<file path="config.mk">
export PLATFORM = sky130hd
export DESIGN_NAME = pipe_stage_buf
export DESIGN_NICKNAME = d
export VERILOG_FILES = /design/src/rtl/pipe_pkg.sv /design/src/rtl/pipe_sat_counter.sv /design/src/rtl/pipe_stage_buf.sv
export SDC_FILE = /design/constraint.sdc
export NUM_CORES = 1
export LEC_CHECK = 0
export ABC_AREA = 1
export CAP_MARGIN = 20
export CORE_AREA = 5 5 67 69
export CTS_CLUSTER_DIAMETER = 100
export CTS_CLUSTER_SIZE = 10
export DETAILED_ROUTE_END_ITERATION = 8
export DIE_AREA = 0 0 72 74
export PLACE_DENSITY = 0.82
export SETUP_SLACK_MARGIN = 0.5
export SKIP_LAST_GASP = 1
export SLEW_MARGIN = 20
export SYNTH_ARGS = -nofsm -noshare
export SYNTH_HDL_FRONTEND = slang
export SYNTH_SLANG_ARGS = --single-unit
</file>
<file path="constraint.sdc">
create_clock -name clk -period 2.1 [get_ports clk]
set_input_delay 0.21 -clock clk [delete_from_list [all_inputs] [get_ports clk]]
set_output_delay 0.21 -clock clk [all_outputs]
set_load 0.02 [all_outputs]
</file>
<file path="src/rtl/pipe_pkg.sv">
// Shared definitions for pipeline stage buffers: occupancy states, control-bit
// positions and default bundle widths.
package pipe_pkg;

    typedef enum logic [1:0] {
        EMPTY = 2'b00,
        ONE   = 2'b01,
        FULL  = 2'b10
    } pipe_state_e;

    localparam int CTRL_MEMWRITE = 0;
    localparam int CTRL_MEMTOREG = 1;
    localparam int CTRL_REGWRITE = 2;

    localparam int PIPE_CTRL_W_DEF = 3;
    localparam int PIPE_DATA_W_DEF = 16;
    localparam int STALL_CNT_W     = 16;

endpackage

</file>
<file path="src/rtl/pipe_sat_counter.sv">
// Saturating up-counter with enable; holds at all-ones instead of wrapping.
module pipe_sat_counter #(
    parameter int W = 16
) (
    input  logic         clk,
    input  logic         reset,
    input  logic         en,
    output logic [W-1:0] count
);

    logic [W-1:0] count_r;

    // Count enabled cycles, stopping at the maximum value.
    always_ff @(posedge clk or negedge reset) begin
        if (!reset) begin
            count_r <= {W{1'b0}};
        end else if (en && (count_r != {W{1'b1}})) begin
            count_r <= count_r + {{(W-1){1'b0}}, 1'b1};
        end else begin
            count_r <= count_r;
        end
    end

    assign count = count_r;

endmodule

</file>
<file path="src/rtl/pipe_stage_buf.sv">
// Valid/ready pipeline stage with a main entry plus one skid entry and flush.
// Optional stall-cycle counter port enabled by defining PIPE_STALL_CNT_EN.
module pipe_stage_buf
    import pipe_pkg::*;
#(
    parameter int CTRL_W = PIPE_CTRL_W_DEF,
    parameter int DATA_W = PIPE_DATA_W_DEF
) (
    input  logic              clk,
    input  logic              reset,
    input  logic              flush,
    input  logic              in_valid,
    output logic              in_ready,
    input  logic [CTRL_W-1:0] in_ctrl,
    input  logic [DATA_W-1:0] in_data,
    output logic              out_valid,
    input  logic              out_ready,
    output logic [CTRL_W-1:0] out_ctrl,
    output logic [DATA_W-1:0] out_data
`ifdef PIPE_STALL_CNT_EN
    ,
    output logic [STALL_CNT_W-1:0] stall_cnt
`endif
);

    pipe_state_e       state_r;
    pipe_state_e       state_nxt_s;
    logic              in_ready_r;
    logic              out_valid_r;
    logic [CTRL_W-1:0] main_ctrl_r;
    logic [DATA_W-1:0] main_data_r;
    logic [CTRL_W-1:0] skid_ctrl_r;
    logic [DATA_W-1:0] skid_data_r;

    logic in_xfer_s;
    logic out_xfer_s;
    logic load_main_in_s;
    logic load_main_skid_s;
    logic load_skid_s;
    logic clear_main_s;

    assign in_xfer_s  = in_valid & in_ready_r;
    assign out_xfer_s = out_valid_r & out_ready;

    // Next occupancy and which storage moves this cycle; flush overrides all.
    always_comb begin
        state_nxt_s      = state_r;
        load_main_in_s   = 1'b0;
        load_main_skid_s = 1'b0;
        load_skid_s      = 1'b0;
        clear_main_s     = 1'b0;
        if (flush) begin
            state_nxt_s  = EMPTY;
            clear_main_s = 1'b1;
        end else begin
            case (state_r)
                EMPTY: begin
                    if (in_xfer_s) begin
                        state_nxt_s    = ONE;
                        load_main_in_s = 1'b1;
                    end else begin
                        state_nxt_s = EMPTY;
                    end
                end
                ONE: begin
                    if (in_xfer_s && out_xfer_s) begin
                        state_nxt_s    = ONE;
                        load_main_in_s = 1'b1;
                    end else if (in_xfer_s) begin
                        state_nxt_s = FULL;
                        load_skid_s = 1'b1;
                    end else if (out_xfer_s) begin
                        state_nxt_s  = EMPTY;
                        clear_main_s = 1'b1;
                    end else begin
                        state_nxt_s = ONE;
                    end
                end
                FULL: begin
                    // in_ready is low here, so only the drain side can move.
                    if (out_xfer_s) begin
                        state_nxt_s      = ONE;
                        load_main_skid_s = 1'b1;
                    end else begin
                        state_nxt_s = FULL;
                    end
                end
                default: begin
                    state_nxt_s  = EMPTY;
                    clear_main_s = 1'b1;
                end
            endcase
        end
    end

    // Occupancy state plus handshake flags derived from the next state.
    always_ff @(posedge clk or negedge reset) begin
        if (!reset) begin
            state_r     <= EMPTY;
            out_valid_r <= 1'b0;
            in_ready_r  <= 1'b1;
        end else begin
            state_r     <= state_nxt_s;
            out_valid_r <= (state_nxt_s != EMPTY);
            in_ready_r  <= (state_nxt_s != FULL);
        end
    end

    // Main entry; control is zeroed whenever the stage empties so bubbles stay inert.
    always_ff @(posedge clk or negedge reset) begin
        if (!reset) begin
            main_ctrl_r <= {CTRL_W{1'b0}};
            main_data_r <= {DATA_W{1'b0}};
        end else if (load_main_in_s) begin
            main_ctrl_r <= in_ctrl;
            main_data_r <= in_data;
        end else if (load_main_skid_s) begin
            main_ctrl_r <= skid_ctrl_r;
            main_data_r <= skid_data_r;
        end else if (clear_main_s) begin
            main_ctrl_r <= {CTRL_W{1'b0}};
            main_data_r <= main_data_r;
        end else begin
            main_ctrl_r <= main_ctrl_r;
            main_data_r <= main_data_r;
        end
    end

    // Skid entry absorbs the one transfer accepted while the consumer stalls.
    always_ff @(posedge clk or negedge reset) begin
        if (!reset) begin
            skid_ctrl_r <= {CTRL_W{1'b0}};
            skid_data_r <= {DATA_W{1'b0}};
        end else if (load_skid_s) begin
            skid_ctrl_r <= in_ctrl;
            skid_data_r <= in_data;
        end else if (load_main_skid_s || flush) begin
            skid_ctrl_r <= {CTRL_W{1'b0}};
            skid_data_r <= skid_data_r;
        end else begin
            skid_ctrl_r <= skid_ctrl_r;
            skid_data_r <= skid_data_r;
        end
    end

    assign in_ready  = in_ready_r;
    assign out_valid = out_valid_r;
    assign out_ctrl  = main_ctrl_r;
    assign out_data  = main_data_r;

`ifdef PIPE_STALL_CNT_EN
    logic stall_en_s;

    assign stall_en_s = out_valid_r & ~out_ready;

    pipe_sat_counter #(
        .W(STALL_CNT_W)
    ) u_stall_cnt (
        .clk   (clk),
        .reset (reset),
        .en    (stall_en_s),
        .count (stall_cnt)
    );
`endif

endmodule

</file>
# Word-level counts from Yosys, hierarchy flattened
# Cells that the tools add are included.
dict set report word_totals {
  register_bits 42
  input_bits 24
  wordCells 48
}
dict set report classes {
  n_eq_ne 3
  n_mux 28
  bitwise 2
  reduce_logical 8
}
# cell n
set ops {}
lappend ops {{$mux W16} 2}
lappend ops {{$mux W3} 5}
lappend ops {{$mux W1} 14}
lappend ops {{$mux W2} 4}
lappend ops {{$pmux W2 S3} 1}
lappend ops {{$reduce_bool A2 Y1} 3}
lappend ops {{$pmux W1 S2} 2}
lappend ops {{$reduce_bool A3 Y1} 1}
lappend ops {{$and A1 B1 Y1} 2}
lappend ops {{$eq A2 B1 Y1 const B} 1}
lappend ops {{$eq A2 B2 Y1 const B} 1}
lappend ops {{$logic_not A2 Y1} 1}
lappend ops {{$ne A2 B2 Y1 const B} 1}
lappend ops {{$reduce_or A2 Y1} 1}
lappend ops {{$logic_and A1 B1 Y1} 1}
lappend ops {{$logic_or A1 B1 Y1} 1}

# Depth between registers and ports, before layout
# Gate-level depths: netlist (run 1).
dict set report logic_depth {
  word_depth 9
  mapped_depth 10
}

# Worst setup path before layout (run 1)
# OpenSTA, ideal clock, no wires.
dict set report synth_timing {
  path_type {register to register}
  startpoint {register in_ready_r (netlist: in_ready)}
  endpoint {register main_data_r[10] (netlist: out_data[10])}
  setup_time_ps 125
  t_arrival_ps 1420
  required_time_ps 1975
  slack_ps 555
  path_stages_with_launch 10
  n_path_buf 1
  period_less_slack_ps 1545
  cell_sequence {dfstp_2 > nand2_1 > inv_1 > ha_1 > nand3_1 > nand2_2 > nand2_4 > buf_4 > nand3_1 > nand3_1}
}
dict set report synth_between {
  elab_chain_len 6
  elab_cells_between_ends 8
  classes_between {5 x mux; 1 x bitwise; 2 x reduce/logical}
}
# item line
set synth_lines {}
lappend synth_lines {{from (decl)} pipe_stage_buf.sv:28} ;# logic in_ready_r;
lappend synth_lines {{from (signal assigned)} pipe_stage_buf.sv:105} ;# in_ready_r <= (state_nxt_s != FULL);
lappend synth_lines {{$and A1 B1 Y1 (*)} pipe_stage_buf.sv:42} ;# assign in_xfer_s = in_valid & in_ready_r;
lappend synth_lines {{$logic_and A1 B1 Y1} pipe_stage_buf.sv:66} ;# if (in_xfer_s && out_xfer_s) begin
lappend synth_lines {{$mux W1} pipe_stage_buf.sv:66}
lappend synth_lines {{$pmux W1 S2 (*)} pipe_stage_buf.sv:56} ;# case (state_r)
lappend synth_lines {{$mux W1 (*)} pipe_stage_buf.sv:52} ;# if (flush) begin
lappend synth_lines {{$mux W16 / $reduce_bool A2 Y1 (equally long branches)} n/a}
lappend synth_lines {{to (signal assigned)} pipe_stage_buf.sv:113} ;# main_data_r <= {DATA_W{1'b0}};
lappend synth_lines {{to (signal assigned)} pipe_stage_buf.sv:116} ;# main_data_r <= in_data;
lappend synth_lines {{to (signal assigned)} pipe_stage_buf.sv:119} ;# main_data_r <= skid_data_r;
lappend synth_lines {{to (decl)} pipe_stage_buf.sv:31} ;# logic [DATA_W-1:0] main_data_r;
# Mark *: on every way between the ends. The rest lies on a longest branch, timed or not.
# A chain may end at the register's enable or synchronous reset.

# Worst setup path after layout (run 1)
dict set report layout_timing {
  startpoint {register in_ready_r (netlist: in_ready)}
  endpoint {register main_ctrl_r[2] (netlist: out_ctrl[2])}
}
dict set report layout_between {
  elab_chain_len 6
  elab_cells_between_ends 12
  classes_between {9 x mux; 1 x bitwise; 2 x reduce/logical}
}
# item line
set layout_lines {}
lappend layout_lines {{$and A1 B1 Y1 (*)} pipe_stage_buf.sv:42}
lappend layout_lines {{$mux W1 / $logic_and A1 B1 Y1 (equally long branches)} {pipe_stage_buf.sv:69, pipe_stage_buf.sv:66}}
lappend layout_lines {{$mux W1} pipe_stage_buf.sv:66}
lappend layout_lines {{$pmux W1 S2} pipe_stage_buf.sv:56}
lappend layout_lines {{$mux W1} pipe_stage_buf.sv:52}
lappend layout_lines {{$reduce_bool A3 Y1 (no source line) / $mux W3 (equally long branches)} n/a}
lappend layout_lines {{to (signal assigned)} pipe_stage_buf.sv:112} ;# main_ctrl_r <= {CTRL_W{1'b0}};
lappend layout_lines {{to (signal assigned)} pipe_stage_buf.sv:115} ;# main_ctrl_r <= in_ctrl;
lappend layout_lines {{to (signal assigned)} pipe_stage_buf.sv:118} ;# main_ctrl_r <= skid_ctrl_r;
lappend layout_lines {{to (decl)} pipe_stage_buf.sv:30} ;# logic [CTRL_W-1:0] main_ctrl_r;
# Marked as above.

==> results of run 1 <==
## sequential cells by signal, summed over array words and instances, names as in the netlist
name	flops
out_data	16
state_r	2
out_valid	1
in_ready	1
skid_ctrl_r	3
out_ctrl	3
skid_data_r	16
## power by group
group / internal, W / total, W / switching, W
clock: 0.000265 / 0.000533 / 0.000267
sequential: 0.00103 / 0.00117 / 0.000136
combinational: 0.000361 / 0.000752 / 0.000392
total: 0.00166 / 0.00245 / 0.000795
## worst register-to-register path, cell delays in order (launching register included)
cell and delay [ps]:
dfstp_2 530, nand2_1 70, inv_2 70, ha_1 160, nand3_2 120, nand2_8 170
buf_12 130, nand3_1 70, nand2_1 90, inv_1 40, nand2_1 50
## metrics by stage
stage	hold WS [ps]	power, W	cell area (um^2)	instances	utilization
final	473	0.00245	2660	332	0.689
after global placement	308	0.00183	2400	319	0.622
after detailed placement	304	0.00185	2400	319	0.622
after CTS	477	0.00238	2500	328	0.649
after floorplan	-85.6	0.00153	1950	230	-
after global routing	496	0.00260	2660	332	0.689
## layout by cell type, fill, tap and decap left out, types with 2 or more instances in the layout
| master | count |
|---|---|
| dfrtp_1 | 41 |
| nand2_8 | 3 |
| inv_4 | 2 |
| buf_4 | 4 |
| clkbuf_16 | 2 |
| nor2_1 | 3 |
| nor2_2 | 2 |
| inv_1 | 9 |
| clkdlybuf4s50_1 | 42 |
| nand4_1 | 3 |
| inv_2 | 5 |
| clkbuf_8 | 6 |
| nand3_1 | 46 |
| buf_6 | 2 |
| nand2_1 | 88 |
| o21ai_0 | 3 |
| nand3_2 | 8 |
| ha_1 | 3 |
## final cells by class
| class | instances | area share |
|---|---|---|
| sequential | 42 | 0.396 |
| multi-input combinational | 162 | 0.309 |
| tap | 50 | 0.0235 |
| inverter | 16 | 0.0245 |
| timing repair buffer | 54 | 0.213 |
| clock inverter | 1 | 0.00188 |
| clock buffer | 7 | 0.0325 |
## worst max-delay path by stage
stage	startpoint	end
after global placement	out_ready	out_ctrl[2]
after global routing	in_ready	out_ctrl[2]
after CTS	in_ready	out_ctrl[2]
after detailed placement	out_ready	out_ctrl[2]
final	in_ready	out_ctrl[2]
after floorplan	in_ready	out_data[10]
## layer usage
metal | up-vias | track usage | part of all wire
li1 | 842 | - | -
met1 | 793 | 0.255 | 0.39
met4 | 0 | 0.0564 | 0.010
met5 | - | 0 | 0
met3 | 8 | 0.0486 | 0.094
met2 | 77 | 0.298 | 0.50
## what timing repair did
action | 4_1_cts | 5_1_grt
gates resized for setup | 2 | 20
cloned | 0 | 3
endpoints found under the setup margin | 2 | 36
endpoints found under the hold margin | 41 | 0
hold buffers | 1 | 0
setup buffers | 0 | 1
pin swaps | 0 | 3
## cells by family (layout without fill, tap and decap cells)
| family | count (synthesis) | count (layout) | share of synthesized area |
|---|---|---|---|
| simple gates | 154 | 155 | 0.350 |
| flops | 42 | 42 | 0.539 |
| compound gates | 4 | 4 | 0.0115 |
| fa+ha+maj | 3 | 3 | 0.0192 |
| buf+inv | 27 | 78 | 0.0801 |
==> summary.md, run 1 <==
| Metric | Value |
|---|---|
| Status | `completed` |
| Post-DRT Antenna Nets | `0` |
| P_leak | `approximately 1.3 nW` |
| Setup WS post-layout | `~540 ps` |
| Largest fanout on the critical path | `7` |
| Clock buffer depth | `2` |
| Skew final | `~6.8 ps` |
| R2r setup slk | `540 ps` |
| Initial antenna violation count | `0` |
| Yosys cell types | `19` |
| Critical path startpoint category | `register` |
| Synth warnings | `0` |
| Worst r2r path cells | `10` |
| Area growth from synthesis to layout | `36.2%` |
| Net Count, Synth | `257` |
| Worst path required time | `2340 ps` |
| Seq cells post-synth | `between 40 and 50` |
| Synth top area share | `0.526` |
| Area occupied by multi-input gates | `821 um^2` |
| Post-synthesis cell count | `230` |
| Rel. slew slack | `0.660` |
| H-tree Lvls | `2` |
| # IOs | `45` |
| Vias per cell | `a little over 5` |
| Fmax | `roughly 640 MHz` |
| Vias | `around 1700` |
| Area contributors post-synth | `dfrtp_1, nand2_1, nand3_1` |
| Root Driver | `clkbuf_8` |
| Wire per inst | `14.6 um` |
| Clk pin slew, worst setup/hold paths | `70 ps` |
| Power Density | `just over 900 nW/um^2` |
| Critical path's top delay family | `simple AND/OR/NAND/NOR gates` |
| Setup crit end kind | `register` |
| RSZ-0062 raised after global routing | `yes` |
| Largest net degree at the start of global routing | `43` |
| Worst path bufs/invs | `3` |
| Count leader, synth | `nand2_1` |
| Netlist Area Pre-Place | `between 1500 and 2000 um^2` |
| Sequential area share after synthesis | `0.539` |
| CTS Sinks | `42` |
| Critical Path Max Stage Delay | `about 530 ps` |
| Worst r2r src | `in_ready` |
| Ant. Diodes | `0` |
| DRT iter0 DRCs | `approximately 140` |
| IO Port Bufs | `between 40 and 50` |
| Fillers | `302` |
| Reg2Reg Capture Point | `out_ctrl[2]` |
| Post-Route WL | `4.84 mm` |
| Syn Area/Cell | `between 8 and 9 um^2` |
| Vias in the first global route | `about 1700` |
| Post-Place Worst Slack | `312 ps` |
| # setup viols final | `0` |
| Number of flops mapped to enable cells by yosys | `0` |
| Synth async-reset ratio | `1.00` |
| Commonest register cell after synthesis | `dfrtp_1` |
| GPL Wtd Cong | `0.799` |
| Total GRT Usage | `0.187` |
| Hold path depth | `2` |
| WHS Endpoint | `skid_data_r[1]` |
| Detailed placement HPWL | `between 2 and 3 mm` |
| Initial Utilization | `0.506` |
| Crit path arrival time | `1790 ps` |
| Max Slew Vio Count | `0` |
| Share of layout cells above drive strength 1 | `0.142` |
| Fin crit period | `1560 ps` |
| Setup CP Type | `reg -> reg` |
| Worst-margin pin slew | `510 ps` |
| Final hold vios | `0` |
| Die Width | `~72 um` |
| Drt first pass iters | `4` |
| Total gr overflow | `0` |
| Most frequent CP cell | `nand2_1` |
| Critical-path cell list | `nand2_1 -> inv_2 -> ha_1 -> nand3_2 -> nand2_8 -> buf_12 -> nand3_1 -> nand2_1 -> inv_1 -> nand2_1` |
| Worst skew pair latency | `about 300 ps` |
| NumNets Final | `between 300 and 400` |
| First-pass GRT wire length | `7.67 mm` |
| Hold Crit Class | `reg -> reg` |
| Max_cap viols | `0` |
| Clock buffer count from CTS | `5` |
| Hold Startpoint | `skid_data_r[1]` |
| Post-Route Setup TNS | `0 ps` |
| Crit path depth | `10` |
| Area occupied by registers | `approximately 1100 um^2` |
| Tcrit/Tclk final | `0.742` |
| Synth cell count leaders | `nand2_1, nand3_1, dfrtp_1` |
| Std-Cell Rows | `23` |
| Die Y | `between 70 and 80 um` |
| CORE AREA | `slightly below 4000 um^2` |
| Maximum vdd drop | `around 0.54 mV` |
| Dominant cell type by area after synthesis | `dfrtp_1` |
| CTS tree | `done` |
| # DRC | `0` |
| Die area | `5330 um^2` |
| Crit-path slowest cell | `dfstp_2` |
Power figures use the tool's default switching activity.
==> run 2, diff against run 1 <==
--- a/config.mk
+++ b/config.mk
@@ -7,12 +7,12 @@
 export LEC_CHECK = 0
 export ABC_AREA = 1
 export CAP_MARGIN = 20
-export CORE_AREA = 5 5 67 69
+export CORE_AREA = 5 5 72 74
 export CTS_CLUSTER_DIAMETER = 100
 export CTS_CLUSTER_SIZE = 10
 export DETAILED_ROUTE_END_ITERATION = 8
-export DIE_AREA = 0 0 72 74
-export PLACE_DENSITY = 0.82
+export DIE_AREA = 0 0 77 79
+export PLACE_DENSITY = 0.75
 export SETUP_SLACK_MARGIN = 0.5
 export SKIP_LAST_GASP = 1
 export SLEW_MARGIN = 20
==> constraint.sdc (replaced) <==
create_clock -name clk -period 1.3 [get_ports clk]
set_input_delay 0.13 -clock clk [delete_from_list [all_inputs] [get_ports clk]]
set_output_delay 0.13 -clock clk [all_outputs]
set_load 0.02 [all_outputs]
==> run 2 against run 1 <==
Against the previous run:
- the flow now finishes with violations (negative hold slack, negative setup slack)
- first-iteration DRC count shrank 26%
- critical path depth is the same
- die area grew 14%
- sequential cell count is the same
- combinational power grew 99%
- setup slack lost 700 ps
- utilization is essentially flat
- sequential power grew 64%
- global-route usage shrank 1.1 points
- critical path type unchanged
- worst hold slack lost 700 ps
- final cell count grew 11%
==> summary.md, run 2 (synthesis gave the netlist of run 1 again) <==
| Metric | Value |
|---|---|
| Hold Crit Class | `in -> async` |
| H-tree Lvls | `2 (unchanged)` |
| IO Port Bufs | `44 (unchanged)` |
| Sequential share of power | `0.450 (-0.026)` |
| Post-Place Worst Slack | `-373 ps (-686 ps)` |
| DRT iter0 DRCs | `102 (-26%)` |
| Final hold vios | `17 (+17)` |
| CORE AREA | `4540 um^2 (+18%)` |
| Skew final | `6.06 ps (-0.763 ps)` |
| Share of layout cells above drive strength 1 | `0.397 (+0.255)` |
| Post-Route Setup TNS | `-5050 ps (-5050 ps)` |
| Power Density | `1370 nW/um^2 (+48%)` |
| # setup viols final | `42 (+42)` |
| Area occupied by registers | `1050 um^2 (unchanged)` |
| Largest fanout on the critical path | `8 (+1)` |
| Met3 Usage GRT | `0.0351 (-0.0135)` |
| Initial Utilization | `0.430 (-0.0758)` |
| CTS Sinks | `42 (unchanged)` |
| Max_cap viols | `0 (unchanged)` |
| Area growth from synthesis to layout | `60.1%` |
| Die area | `6080 um^2 (+14%)` |
| Initial antenna violation count | `0 (unchanged)` |
| Die Width | `77 um (+6.9%)` |
| Max Slew Vio Count | `0 (unchanged)` |
| Fin crit period | `1460 ps (-101 ps)` |
| R2r setup slk | `-160 ps (-700 ps)` |
| Detailed placement HPWL | `3.51 mm (+17%)` |
| Commonest cells after routing, fill and taps aside | `nand2_1, nand3_1, dfrtp_1` |
| Fmax | `686 MHz (+6.9%)` |
| Vias in the first global route | `1859 (+10%)` |
| Worst path required time | `1530 ps (-810 ps)` |
| Largest net degree at the start of global routing | `21 (-51%)` |
| Rel. slew slack | `0.697 (+0.0368)` |
| Setup crit end kind | `register` |
| Vias | `1921 (+12%)` |
| Worst skew pair latency | `290 ps (about the same)` |
| Ant. Diodes | `0 (unchanged)` |
| # DRC | `0 (unchanged)` |
| Design Area, Final | `3130 um^2 (+18%)` |
| Status | `finished, violations left` |
| Std-Cell Rows | `25 (+8.7%)` |
| Critical path startpoint category | `register` |
| CP startpoint | `in_ready` |
| Clk pwr share | `0.199 (-0.018)` |
| Standard cell area after detailed placement | `2660 um^2 (+11%)` |
| CTS tree | `done` |
| Gr busiest metal | `met2` |
| Wire per inst | `15.0 um (+2.9%)` |
| Area occupied by multi-input gates | `946 um^2 (+15%)` |
| Root Driver | `clkbuf_8` |
| Drt first pass iters | `4 (unchanged)` |
| GR Util met1 | `0.222 (-0.0331)` |
| Failing checks | `negative hold slack, negative setup slack` |
| Hold WS | `-224 ps (-697 ps)` |
| Clk pin slew, worst setup/hold paths | `80 ps (about the same)` |
| Commonest non-fill, non-tap cell in the layout | `nand2_1` |
| NumNets Final | `341 (+11%)` |
| Sw frac | `0.339 (+0.0148)` |
| Die Y | `79 um (+6.8%)` |
| Post-Route WL | `5.53 mm (+14%)` |
| Setup CP Type | `reg -> reg` |
| Total gr overflow | `0 (unchanged)` |
| RSZ-0062 raised after global routing | `yes` |
| Setup WS post-layout | `-157 ps (-699 ps)` |
| Worst-margin pin slew | `454 ps (-55.2 ps)` |
| Total GRT Usage | `0.176 (-0.0114)` |
| Met2 Usage GRT | `0.298 (about the same)` |
| P_sw | `0.00145 W (+82%)` |
| Tcrit/Tclk final | `1.12 (+0.379)` |
| Internal | `0.00282 W (+70%)` |
| Clock buffer count from CTS | `5 (unchanged)` |
| Fillers | `335 (+11%)` |
| Clock buffer depth | `2 (unchanged)` |
| # IOs | `45 (unchanged)` |
| Maximum vdd drop | `0.899 mV (+67%)` |
| Worst r2r src | `in_ready` |
| Crit path arrival time | `1690 ps (-100 ps)` |
| First-pass GRT wire length | `8.61 mm (+12%)` |
| Logic pwr share | `0.351 (+0.044)` |
| GPL Wtd Cong | `0.868 (+8.7%)` |
| P_leak | `1.58 nW (+22%)` |
| Vias per cell | `5.21 (+0.49%)` |
| Post-DRT Antenna Nets | `0 (unchanged)` |
==> run 2: cell types whose count changed in the layout (fill, tap and decap cells not counted), sizes merged <==
cell           before  now
clkdlybuf4s50      42   22
clkbuf              9    5
buf                 8   64
dlygate4sd3         1    0
clkinv              1    2
inv                16   17
==> run 2: critical path, stage by stage, from the launching register on <==
cell and delay (ps):
dfstp_2 540, nand2_2 70, inv_4 80, ha_4 140, nand2_4 50, nor2_4 100, buf_12 160, buf_6 110
nor2_2 40, inv_2 60, nand2_2 40
==> run 2: layout make-up <==
type / instances / area share
sequential: 42 / 0.337
multi-input combinational: 162 / 0.303
timing repair buffer: 87 / 0.286
inverter: 16 / 0.0248
clock buffer: 5 / 0.0220
tap: 54 / 0.0216
clock inverter: 3 / 0.00600
==> run 2: worst paths after layout <==
kind | to | cells past startpoint
max | in_ready | 10
min | skid_data_r[6] | 1
max reg2reg | in_ready | 10
min reg2reg | skid_data_r[4] | 2
max in group asynchronous | skid_data_r[11] | 2
min in group clk | skid_data_r[4] | 3
==> run 2: routing by layer <==
metal	up-vias	share of wire	routed length, um
met5	-	0	0
met4	0	0.0070	39
met3	4	0.046	252
met2	54	0.52	2900
met1	956	0.42	2340
li1	907	-	-
==> run 2: power groups by stage <==
stage	Combinational, W	Clock, W	Sequential [W]
2_1_floorplan	0.000446	0	0.00204
3_3_place_gp	0.00118	0	0.00189
3_5_place_dp	0.00121	0	0.00189
4_1_cts	0.00140	0.000860	0.00190
5_1_grt	0.00163	0.000927	0.00195
6_report	0.00150	0.000850	0.00192
==> run 2: timing repair <==
| action | in CTS | in global routing |
|---|---|---|
| pin swaps | 15 | 18 |
| hold endpoints to repair | 17 | 17 |
| gates resized for setup | 154 | 26 |
| endpoints found under the setup margin | 63 | 63 |
| cloned | 1 | 0 |
| setup buffers | 9 | 7 |
==> run 2: stage by stage <==
stage / std cells / utilization / total power (W)
after floorplan: 230 / - / 0.00249
after global placement: 344 / 0.586 / 0.00307
after detailed placement: 344 / 0.586 / 0.00311
after CTS: 362 / 0.658 / 0.00416
after global routing: 369 / 0.689 / 0.00451
final: 369 / 0.689 / 0.00427
==> run 3, diff against run 2 <==
--- a/config.mk
+++ b/config.mk
@@ -13,9 +13,9 @@
 export DETAILED_ROUTE_END_ITERATION = 8
 export DIE_AREA = 0 0 77 79
 export PLACE_DENSITY = 0.75
+export RECOVER_POWER = 50
 export SETUP_SLACK_MARGIN = 0.5
 export SKIP_LAST_GASP = 1
-export SLEW_MARGIN = 20
 export SYNTH_ARGS = -nofsm -noshare
 export SYNTH_HDL_FRONTEND = slang
 export SYNTH_SLANG_ARGS = --single-unit
==> constraint.sdc (replaced) <==
create_clock -name clk -period 1.29 [get_ports clk]
set_input_delay 0.129 -clock clk [delete_from_list [all_inputs] [get_ports clk]]
set_output_delay 0.129 -clock clk [all_outputs]
set_load 0.02 [all_outputs]
==> run 3 against run 2 <==
Against the previous run:
- the run still ends with negative hold slack, negative setup slack left
- maximum frequency fell by 0.64%
- first-iteration DRC count fell by 13%
- non-clock buffer count is 3 lower
- clock skew is 1.2 ps higher
- clock-buffer cell count unchanged
- total power is 4.4% higher
- setup slack got worse by 19 ps
- worst hold slack improved by 200 ps
- design area down 1.2%
- largest cell class unchanged
==> summary.md, run 3 (synthesis gave the netlist of run 1 again) <==
| Metric | Value |
|---|---|
| Clk pin slew, worst setup/hold paths | `90 ps (about the same)` |
| Setup CP Type | `reg -> reg` |
| Vias | `1830 (-4.7%)` |
| Maximum vdd drop | `1.18 mV (+31%)` |
| DRT iter0 DRCs | `89 (-13%)` |
| Area growth from synthesis to layout | `58.3%` |
| Post-Route Setup TNS | `-5470 ps (-419 ps)` |
| CTS tree | `done` |
| Skew final | `7.24 ps (+1.18 ps)` |
| Power Density | `1440 nW/um^2 (+5.6%)` |
| Commonest cells after routing, fill and taps aside | `nand2_1, nand3_1, dfrtp_1` |
| Wire per inst | `14.5 um (-3.2%)` |
| RSZ-0062 raised after global routing | `yes` |
| Post-layout util | `0.681 (-0.00800)` |
| Critical Path Max Stage Delay | `570 ps (+30 ps)` |
| Root Driver | `clkbuf_8` |
| Area occupied by registers | `1050 um^2 (unchanged)` |
| Fillers | `334 (-0.30%)` |
| # DRC | `0 (unchanged)` |
| Fin crit period | `1470 ps (+9.40 ps)` |
| Setup WS post-layout | `-177 ps (-19.4 ps)` |
| P_leak | `1.53 nW (-2.9%)` |
| Status | `finished, violations left` |
| Crit path arrival time | `1700 ps (about the same)` |
| Share of layout cells above drive strength 1 | `0.375 (-0.0218)` |
| Worst skew pair latency | `300 ps (about the same)` |
| Std-Cell Rows | `25 (unchanged)` |
| Critical-path cell list | `nand2_4 -> inv_4 -> ha_4 -> nand2_4 -> nor2_4 -> buf_12 -> buf_6 -> nor2_2 -> inv_2 -> nand2_1` |
| Total gr overflow | `0 (unchanged)` |
| Max_cap viols | `0 (unchanged)` |
| Initial antenna violation count | `0 (unchanged)` |
| IO Port Bufs | `44 (unchanged)` |
| Most frequent CP cell | `nand2_4` |
| # setup viols final | `43 (+2.4%)` |
| Vias in the first global route | `1794 (-3.5%)` |
| GPL Wtd Cong | `0.861 (-0.83%)` |
| Area occupied by multi-input gates | `923 um^2 (-2.4%)` |
| Pwr Total | `0.00446 W (+4.4%)` |
| Commonest non-fill, non-tap cell in the layout | `nand2_1` |
| First-pass GRT wire length | `8.36 mm (-3.0%)` |
| Worst path required time | `1520 ps (about the same)` |
| Largest fanout on the critical path | `7 (-1)` |
| Largest net degree at the start of global routing | `21 (unchanged)` |
| Die Width | `77 um (unchanged)` |
| # IOs | `45 (unchanged)` |
| Die Y | `79 um (unchanged)` |
| Detailed placement HPWL | `3.42 mm (-2.6%)` |
| Tcrit/Tclk final | `1.14 (+0.0160)` |
| Crit-path slowest cell | `dfstp_2` |
| Fmax | `682 MHz (-0.64%)` |
| Drt first pass iters | `4 (unchanged)` |
| Ant. Diodes | `0 (unchanged)` |
| Final hold vios | `17 (unchanged)` |
| Rel. slew slack | `0.313 (-0.384)` |
| Total GRT Usage | `0.171 (-0.00448)` |
| Initial Utilization | `0.430 (unchanged)` |
| Post-DRT Antenna Nets | `0 (unchanged)` |
| H-tree Lvls | `2 (unchanged)` |
| CORE AREA | `4540 um^2 (unchanged)` |
| Clock buffer depth | `2 (unchanged)` |
| Hold WS | `-20.3 ps (+204 ps)` |
| Worst path bufs/invs | `4 (unchanged)` |
| Post-Route WL | `5.31 mm (-4.0%)` |
| Critical path's top delay family | `flip-flops` |
| Critical path startpoint category | `register` |
| Vias per cell | `5.00 (-4.0%)` |
| Setup crit end kind | `register` |
| Clock buffer count from CTS | `5 (unchanged)` |
| Max Slew Vio Count | `0 (unchanged)` |
| Hold Crit Class | `in -> async` |
| Worst-margin pin slew | `1030 ps (+576 ps)` |
| Failing checks | `negative hold slack, negative setup slack` |
| NumNets Final | `338 (-0.88%)` |
| CTS Sinks | `42 (unchanged)` |
| Die area | `6080 um^2 (unchanged)` |
==> run 3: cell count changes in the layout (fill, tap and decap cells not counted), moves of 2 or more <==
cell      previous run  this run
nand3_2             11         8
inv_8                0         2
clkinv_2             2         0
buf_4               29        26
nand3_1             42        45
nand2_1             66        68
==> run 3: path summary, 6_finish.rpt <==
check	start	endpoint	slack, ps	cells past startpoint
max	in_ready	in_ready	-180	10
min	reset	state_r[1]	-20	1
max reg2reg	in_ready	in_ready	-180	10
min reg2reg	skid_data_r[7]	skid_data_r[7]	490	2
max in group asynchronous	reset	skid_ctrl_r[1]	300	2
min in group clk	in_data[4]	skid_data_r[4]	400	3
==> run 3: layout make-up <==
cell class,count,share of cell area
sequential,42,0.341
clock inverter,3,0.0158
multi-input combinational,162,0.299
timing repair buffer,84,0.277
tap,54,0.0219
clock buffer,5,0.0223
inverter,16,0.0235
==> run 3: where the power goes <==
group          switching (W)  total (W)  internal, W
registers           0.000251    0.00193      0.00168
clock network       0.000491    0.00108     0.000590
logic               0.000704    0.00145     0.000744
==> run 3: per-layer routing <==
metal / GRT usage / share of wire / vias up
met3: 0.0317 / 0.049 / 12
li1: - / - / 899
met2: 0.286 / 0.51 / 52
met1: 0.215 / 0.42 / 867
met4: 0.0808 / 0.018 / 0
met5: 0 / 0 / -
==> run 3: metrics by stage <==
stage / std cells / setup WS (ps) / cell area, um^2 / hold slack, ps
final: 366 / -177 / 3090 / -20.3
after global routing: 366 / -241 / 3090 / 85.5
after CTS: 360 / -148 / 3010 / -221
after detailed placement: 345 / -387 / 2670 / 107
after global placement: 345 / -330 / 2670 / 102
after floorplan: 230 / -161 / 1990 / -167
==> run 3: repair_timing <==
action / CTS / global route
cloned: 1 / 0
setup endpoints to repair: 63 / 63
hold endpoints to repair: 17 / 17
buffers inserted: 6 / 6
resized for setup: 157 / 17
pin swaps: 20 / 15
